==> config.mk <==
export PLATFORM = sky130hd
export DESIGN_NAME = hyperbus_trans_splitter
export DESIGN_NICKNAME = d
export VERILOG_FILES = /design/src/rtl/hyperbus_pkg.sv /design/src/rtl/hyperbus_chunk_calc.sv /design/src/rtl/hyperbus_trans_splitter.sv
export SDC_FILE = /design/constraint.sdc
export NUM_CORES = 1
export LEC_CHECK = 0
export ABC_AREA = 0
export CELL_PAD_IN_SITES_DETAIL_PLACEMENT = 0
export CELL_PAD_IN_SITES_GLOBAL_PLACEMENT = 2
export CORE_UTILIZATION = 42
export CTS_CLUSTER_DIAMETER = 200
export DETAILED_ROUTE_END_ITERATION = 7
export DONT_BUFFER_PORTS = 1
export PLACE_DENSITY = 0.95
export REMOVE_ABC_BUFFERS = 1
export SYNTH_ARGS = -nofsm -noshare
export SYNTH_HDL_FRONTEND = slang
export SYNTH_SLANG_ARGS = --single-unit
==> constraint.sdc <==
create_clock -name clk_i -period 16.3 [get_ports clk_i]
set_input_delay 3.26 -clock clk_i [delete_from_list [all_inputs] [get_ports clk_i]]
set_output_delay 3.26 -clock clk_i [all_outputs]
set_load 0.1 [all_outputs]
==> src/rtl/hyperbus_pkg.sv <==
// Shared types and constants for the HyperBus transaction path.
//   up_trans_t : upstream transaction (byte address, burst in 16-bit words)
//   trans_t    : downstream sub-transaction (one-hot chip select, device offset)
//   split_state_e : transaction splitter FSM states
package hyperbus_pkg;

  localparam int unsigned HB_NR_CS        = 2;
  localparam int unsigned HB_BURST_WIDTH  = 12;
  localparam int unsigned HB_ADDR_WIDTH   = 32;
  localparam int unsigned HB_CS_SIZE_LOG2 = 23;
  localparam int unsigned HB_MAX_CHUNK    = 64;
  localparam int unsigned WORD_BYTES      = 2;

  // burst_type: 1 = linear, 0 = wrapped; address_space: 1 = register space
  typedef struct packed {
    logic                      write;
    logic [HB_BURST_WIDTH-1:0] burst;
    logic                      burst_type;
    logic                      address_space;
    logic [HB_ADDR_WIDTH-1:0]  address;
  } up_trans_t;

  typedef struct packed {
    logic [HB_NR_CS-1:0]       cs;
    logic                      write;
    logic [HB_BURST_WIDTH-1:0] burst;
    logic                      burst_type;
    logic                      address_space;
    logic [HB_ADDR_WIDTH-1:0]  address;
  } trans_t;

  typedef enum logic [1:0] {
    ST_IDLE,
    ST_ISSUE,
    ST_WAIT,
    ST_ERR
  } split_state_e;

endpackage

==> src/rtl/hyperbus_chunk_calc.sv <==
// Combinational chunk calculator.
//   address, remaining, burst_type, address_space : current position of a transaction
//   len       : words in the next sub-transaction
//   cs        : one-hot chip select decoded from the address
//   offset    : byte offset within the selected device
//   range_err : the transaction starting here cannot be issued
module hyperbus_chunk_calc
  import hyperbus_pkg::*;
#(
  parameter int unsigned NR_CS        = HB_NR_CS,
  parameter int unsigned BURST_WIDTH  = HB_BURST_WIDTH,
  parameter int unsigned ADDR_WIDTH   = HB_ADDR_WIDTH,
  parameter int unsigned CS_SIZE_LOG2 = HB_CS_SIZE_LOG2,
  parameter int unsigned MAX_CHUNK    = HB_MAX_CHUNK
) (
  input  logic [ADDR_WIDTH-1:0]  address,
  input  logic [BURST_WIDTH-1:0] remaining,
  input  logic                   burst_type,
  input  logic                   address_space,
  output logic [BURST_WIDTH-1:0] len,
  output logic [NR_CS-1:0]       cs,
  output logic [ADDR_WIDTH-1:0]  offset,
  output logic                   range_err
);

  localparam int unsigned MAX_CHUNK_LOG2 = $clog2(MAX_CHUNK);
  localparam int unsigned CS_IDX_W       = ADDR_WIDTH - CS_SIZE_LOG2;
  localparam int unsigned EXT_W          = ADDR_WIDTH + 2;
  localparam logic [EXT_W-1:0] MEM_BYTES = EXT_W'(NR_CS) << CS_SIZE_LOG2;

  logic                   unsplit;
  logic [BURST_WIDTH-1:0] room;
  logic [CS_IDX_W-1:0]    cs_idx;
  logic [EXT_W-1:0]       end_addr;

  // Wrapped and register-space accesses go out as one chunk.
  assign unsplit  = !burst_type || address_space;
  assign room     = BURST_WIDTH'(MAX_CHUNK) - BURST_WIDTH'(address[MAX_CHUNK_LOG2:1]);
  assign cs_idx   = address[ADDR_WIDTH-1:CS_SIZE_LOG2];
  assign end_addr = EXT_W'(address) + EXT_W'(remaining) * EXT_W'(WORD_BYTES);

  always_comb begin
    len = remaining;
    if (!unsplit && (room < remaining)) len = room;
  end

  always_comb begin
    cs = '0;
    for (int unsigned i = 0; i < NR_CS; i++) cs[i] = (cs_idx == CS_IDX_W'(i));
  end

  always_comb begin
    offset = '0;
    offset[CS_SIZE_LOG2-1:0] = address[CS_SIZE_LOG2-1:0];
  end

  // Chunks never cross a MAX_CHUNK boundary and device sizes are multiples of
  // it, so only the end of the whole memory map needs checking here.
  assign range_err = (remaining == '0)
                   || (EXT_W'(address) >= MEM_BYTES)
                   || address[0]
                   || (unsplit && (remaining > BURST_WIDTH'(MAX_CHUNK)))
                   || (end_addr > MEM_BYTES);

endmodule

==> src/rtl/hyperbus_trans_splitter.sv <==
// Splits one upstream HyperBus transaction into sub-transactions that never
// cross a MAX_CHUNK-word boundary or a chip boundary, and merges the per-chunk
// completions back into a single completion.
//   clk_i, rst_ni              : clock, asynchronous active-low reset
//   in_valid_i/in_ready_o      : upstream transaction handshake, in_trans_i payload
//   out_valid_o/out_ready_i    : sub-transaction handshake, out_trans_o payload
//   chunk_done_i/chunk_err_i   : one sub-transaction completed (with error)
//   done_o/err_o               : upstream transaction completed (with error)
module hyperbus_trans_splitter
  import hyperbus_pkg::*;
#(
  parameter int unsigned NR_CS        = HB_NR_CS,
  parameter int unsigned BURST_WIDTH  = HB_BURST_WIDTH,
  parameter int unsigned ADDR_WIDTH   = HB_ADDR_WIDTH,
  parameter int unsigned CS_SIZE_LOG2 = HB_CS_SIZE_LOG2,
  parameter int unsigned MAX_CHUNK    = HB_MAX_CHUNK
) (
  input  logic      clk_i,
  input  logic      rst_ni,
  input  logic      in_valid_i,
  output logic      in_ready_o,
  input  up_trans_t in_trans_i,
  output logic      out_valid_o,
  input  logic      out_ready_i,
  output trans_t    out_trans_o,
  input  logic      chunk_done_i,
  input  logic      chunk_err_i,
  output logic      done_o,
  output logic      err_o
);

  split_state_e state_q, state_d;

  logic [ADDR_WIDTH-1:0]  addr_q;
  logic [BURST_WIDTH-1:0] rem_q;
  logic                   write_q, type_q, space_q;
  logic [BURST_WIDTH:0]   issued_q, done_cnt_q, done_cnt_nxt;
  logic                   err_acc_q, err_nxt;
  logic                   ready_q, done_q, err_q, done_d, err_d;
  logic                   accept, count_done;

  logic [ADDR_WIDTH-1:0]  calc_addr, calc_offset;
  logic [BURST_WIDTH-1:0] calc_rem, calc_len;
  logic                   calc_type, calc_space, calc_err;
  logic [NR_CS-1:0]       calc_cs;

  // One calculator serves both jobs: validating the incoming transaction in
  // IDLE and describing the current chunk otherwise.
  always_comb begin
    calc_addr  = addr_q;
    calc_rem   = rem_q;
    calc_type  = type_q;
    calc_space = space_q;
    if (state_q == ST_IDLE) begin
      calc_addr  = in_trans_i.address;
      calc_rem   = in_trans_i.burst;
      calc_type  = in_trans_i.burst_type;
      calc_space = in_trans_i.address_space;
    end
  end

  hyperbus_chunk_calc #(
    .NR_CS        (NR_CS),
    .BURST_WIDTH  (BURST_WIDTH),
    .ADDR_WIDTH   (ADDR_WIDTH),
    .CS_SIZE_LOG2 (CS_SIZE_LOG2),
    .MAX_CHUNK    (MAX_CHUNK)
  ) i_chunk_calc (
    .address       (calc_addr),
    .remaining     (calc_rem),
    .burst_type    (calc_type),
    .address_space (calc_space),
    .len           (calc_len),
    .cs            (calc_cs),
    .offset        (calc_offset),
    .range_err     (calc_err)
  );

  assign accept       = in_valid_i && ready_q;
  // Completions only count once something has been issued downstream.
  assign count_done   = chunk_done_i && (issued_q != '0)
                        && ((state_q == ST_ISSUE) || (state_q == ST_WAIT));
  assign done_cnt_nxt = done_cnt_q + (BURST_WIDTH+1)'(count_done);
  assign err_nxt      = err_acc_q || (count_done && chunk_err_i);

  always_comb begin
    state_d = state_q;
    done_d  = 1'b0;
    err_d   = 1'b0;
    unique case (state_q)
      ST_IDLE:  if (accept) state_d = calc_err ? ST_ERR : ST_ISSUE;
      ST_ISSUE: if (out_ready_i && (rem_q == calc_len)) state_d = ST_WAIT;
      ST_WAIT: begin
        if (done_cnt_nxt == issued_q) begin
          state_d = ST_IDLE;
          done_d  = 1'b1;
          err_d   = err_nxt;
        end
      end
      ST_ERR: begin
        state_d = ST_IDLE;
        done_d  = 1'b1;
        err_d   = 1'b1;
      end
      default: state_d = ST_IDLE;
    endcase
  end

  always_ff @(posedge clk_i or negedge rst_ni) begin
    if (!rst_ni) begin
      state_q    <= ST_IDLE;
      addr_q     <= '0;
      rem_q      <= '0;
      write_q    <= 1'b0;
      type_q     <= 1'b0;
      space_q    <= 1'b0;
      issued_q   <= '0;
      done_cnt_q <= '0;
      err_acc_q  <= 1'b0;
      ready_q    <= 1'b0;
      done_q     <= 1'b0;
      err_q      <= 1'b0;
    end else begin
      state_q <= state_d;
      ready_q <= (state_d == ST_IDLE);
      done_q  <= done_d;
      err_q   <= err_d;
      if (accept) begin
        addr_q   <= in_trans_i.address;
        rem_q    <= in_trans_i.burst;
        write_q  <= in_trans_i.write;
        type_q   <= in_trans_i.burst_type;
        space_q  <= in_trans_i.address_space;
        issued_q <= '0;
      end
      if ((state_q == ST_ISSUE) && out_ready_i) begin
        addr_q   <= addr_q + ADDR_WIDTH'(calc_len) * ADDR_WIDTH'(WORD_BYTES);
        rem_q    <= rem_q - calc_len;
        issued_q <= issued_q + (BURST_WIDTH+1)'(1);
      end
      if (count_done) begin
        done_cnt_q <= done_cnt_nxt;
        err_acc_q  <= err_nxt;
      end
      if ((state_q == ST_WAIT) && (state_d == ST_IDLE)) begin
        done_cnt_q <= '0;
        issued_q   <= '0;
        err_acc_q  <= 1'b0;
      end
    end
  end

  assign in_ready_o  = ready_q;
  assign out_valid_o = (state_q == ST_ISSUE);
  assign done_o      = done_q;
  assign err_o       = err_q;

  always_comb begin
    out_trans_o = '0;
    if (out_valid_o) begin
      out_trans_o.cs            = calc_cs;
      out_trans_o.write         = write_q;
      out_trans_o.burst         = calc_len;
      out_trans_o.burst_type    = type_q;
      out_trans_o.address_space = space_q;
      out_trans_o.address       = calc_offset;
    end
  end

endmodule

==> out/summary.txt <==
status = complete, no violations
fraction of layout cells with a size suffix above 1 = 8.47%
CP arrival = 6.68 ns
aggregate global-route resource usage = 23.8%
Reg clk slew, reported paths = 0.06 ns
core area = 17400 um^2
Via density = 5.87
Final ANT Viol Nets = 0
syn_area_per_cell = 8.07 um^2
clock sink count = 79
Mapped Area = 7530 um^2
initial drt markers = 390
Final Setup Violations = 0
worst vdd ir = 0.126 mV
most common cell after layout, fill and taps aside = nand2_1
synth-to-layout area growth = 6.49%
cells after synthesis = 934
ant diodes = 0
hold_buf cts = 0
gpl congestion = 0.902
logic gate share of total power = 71.7%
P_int = 0.955 mW
HP Class = reg2reg
Pre-antenna DRT Iters = 5
EDFF count, synth = 0
Power per Cell Area = 258 nW/um^2
Critical Path RT = 13.04 ns
final hold vios = 0
net switching power of the design = 1.12 mW
Min Clock Period, post-route = 9.94 ns
Site Rows = 48
Worst slew margin = 22.4%
clock share of power = 10.9%
r2r setup slk = 8.88 ns
CTS tree = built
number of gates resized after cts = 0
register bit count reported by yosys = 79
WHS Path Cells = 2
sequential share of power = 17.4%
Startpoint Class = input pin
Crit Path Category = in2out
post-route clock skew = 0.00883 ns
Design Area, Final = 8020 um^2
initial antenna violation count = 0
setup TNS = 0 ns
count of nets after finishing = 1024
Distinct cells, synth = 71
vias in the first global route = 6358
first-pass GRT wire length = 34.3 mm
die height = 136 um
CTS Buf Count = 9
crit-path cells = mux2i_1 -> ha_1 -> xnor2_1 -> inv_1 -> ha_1 -> o21a_1 -> o21a_1 -> o21ai_0 -> nand2b_1 -> a21oi_1 -> o21ai_1 -> mux2i_1 -> and2_1
Yosys Warn Count = 0
DPL Wire Length = 15.8 mm
initial core utilization = 43.3%
# IOs = 106
largest net degree at the start of global routing = 80
register area share after synthesis = 26.2%
Clock H-tree levels = 3
critical path peak fanout = 7
WHS Endpoint = write_q
RSZ-0062 raised after global routing = no
Sw Ratio = 53.9%
Setup Buffers After CTS = 0
Die Wd = 136 um
CP endpoint kind = output pin
fmax = 0.101 GHz
total gr overflow = 0
routed wire length = 21.5 mm
Worst R2R Path Depth = 26
DR WL/cell = 18.7 um
actual slew at the worst max-slew pin = 1.16 ns
IO buf count = 0
FFs w/ async S/R, synth = 100%
final worst-path cycle share = 61.0%
Worst Hold Launch = write_q
Crit path max-delay family = simple AND/OR/NAND/NOR gates
CP max stage delay = 0.83 ns
WP buf/inv = 1
Hold Worst Slack = 0.481 ns
most frequent cells in the layout = nand2_1, nor2_1, dfrtp_1
FF-to-FF Start = state_q[1]
CTS root buffer = clkbuf_16
Final Max Slew Viols = 0
FF-to-FF End = addr_q[25]
Lkg Pwr = 3.40 nW
# Max-Cap Violations = 0
DRC violations left = 0
Placed Area = 7700 um^2
top_reg_cell synth = dfrtp_1
slowest stage cell on the critical path = and2_1
worst skew pair latency = 0.35 ns
full die area = 18500 um^2
clock buffer depth = 2
routed vias = 6728
worst min-delay path: cells and delay by family, from the launching register on:
| kind | cells | cell delay, ns |
|---|---|---|
| flops | 1 | 0.34 |
| simple gates | 2 | 0.10 |
cells by family (layout without fill, tap and decap cells):
kind of cell / count (synthesis) / count (layout) / synth area share (%)
AOI/OAI and AO/OA: 210 / 210 / 18.6
xor gates and xnor gates: 63 / 63 / 7.32
adders and majority gates: 55 / 55 / 9.43
buffers and inverters: 90 / 69 / 5.53
DFF: 79 / 79 / 26.2
muxes: 54 / 54 / 7.81
other: 1 / 9 / 0.0498
and+or+nand+nor: 382 / 382 / 25.0
cells in the mapped netlist, drive strengths merged, types with 23 or more instances:
cell type / count / area, um^2
clkbuf: 28 / 106
mux2: 25 / 285
xnor2: 43 / 377
mux2i: 29 / 303
o21ai: 28 / 140
nand3: 23 / 115
nand2: 116 / 435
a21oi: 54 / 270
inv: 43 / 161
dfrtp: 79 / 1980
ha: 52 / 651
nor2: 94 / 353
a31oi: 27 / 169
and2: 29 / 181
per-stage QoR:
step | total power, mW | setup WS (ns) | std cells | util, %
global placement | 1.81 | 6.50 | 1130 | 44.2
global route | 2.24 | 6.10 | 1146 | 46.1
detailed placement | 1.82 | 6.40 | 1130 | 44.2
floorplan | 1.51 | 6.87 | 895 | -
finish | 2.07 | 6.36 | 1146 | 46.1
CTS | 2.06 | 6.39 | 1146 | 46.1
worst max path at each step:
stage                   from              end  depth (start not counted)
3_5_place_dp   in_trans_i[1]  out_trans_o[36]                         13
2_1_floorplan  in_trans_i[1]  out_trans_o[35]                         12
3_3_place_gp   in_trans_i[1]  out_trans_o[36]                         13
5_1_grt        in_trans_i[1]  out_trans_o[36]                         13
6_report       in_trans_i[1]  out_trans_o[36]                         13
4_1_cts        in_trans_i[1]  out_trans_o[36]                         13
power groups by stage:
| stage | clock network [mW] | registers, mW | logic, mW |
|---|---|---|---|
| 5_1_grt | 0.238 | 0.371 | 1.63 |
| 3_5_place_dp | 0 | 0.361 | 1.46 |
| 2_1_floorplan | 0 | 0.339 | 1.17 |
| 4_1_cts | 0.232 | 0.359 | 1.47 |
| 6_report | 0.227 | 0.360 | 1.48 |
| 3_3_place_gp | 0 | 0.360 | 1.45 |
registers in the layout, indices dropped and copies added (netlist names), 2 cells and up:
name        count
state_q         2
issued_q       13
addr_q         32
done_cnt_q     13
rem_q          12
cell type report:
cell class | instances | area (um^2)
Clock buffer | 10 | 229
Sequential cell | 79 | 1980
Tap cell | 225 | 282
Fill cell | 1771 | 9390
Clock inverter | 6 | 92.6
Multi-Input combinational cell | 773 | 5210
Inverter | 43 | 161
Timing Repair Buffer | 10 | 75.1
metal layers:
layer,vias up,wire length [um],global-route usage [%]
met5,-,0,0
met2,189,9220,36.3
li1,3289,-,-
met4,0,190,4.81
met3,17,1360,4.81
met1,3233,10700,34.4
(Power assumes the default switching activity.)
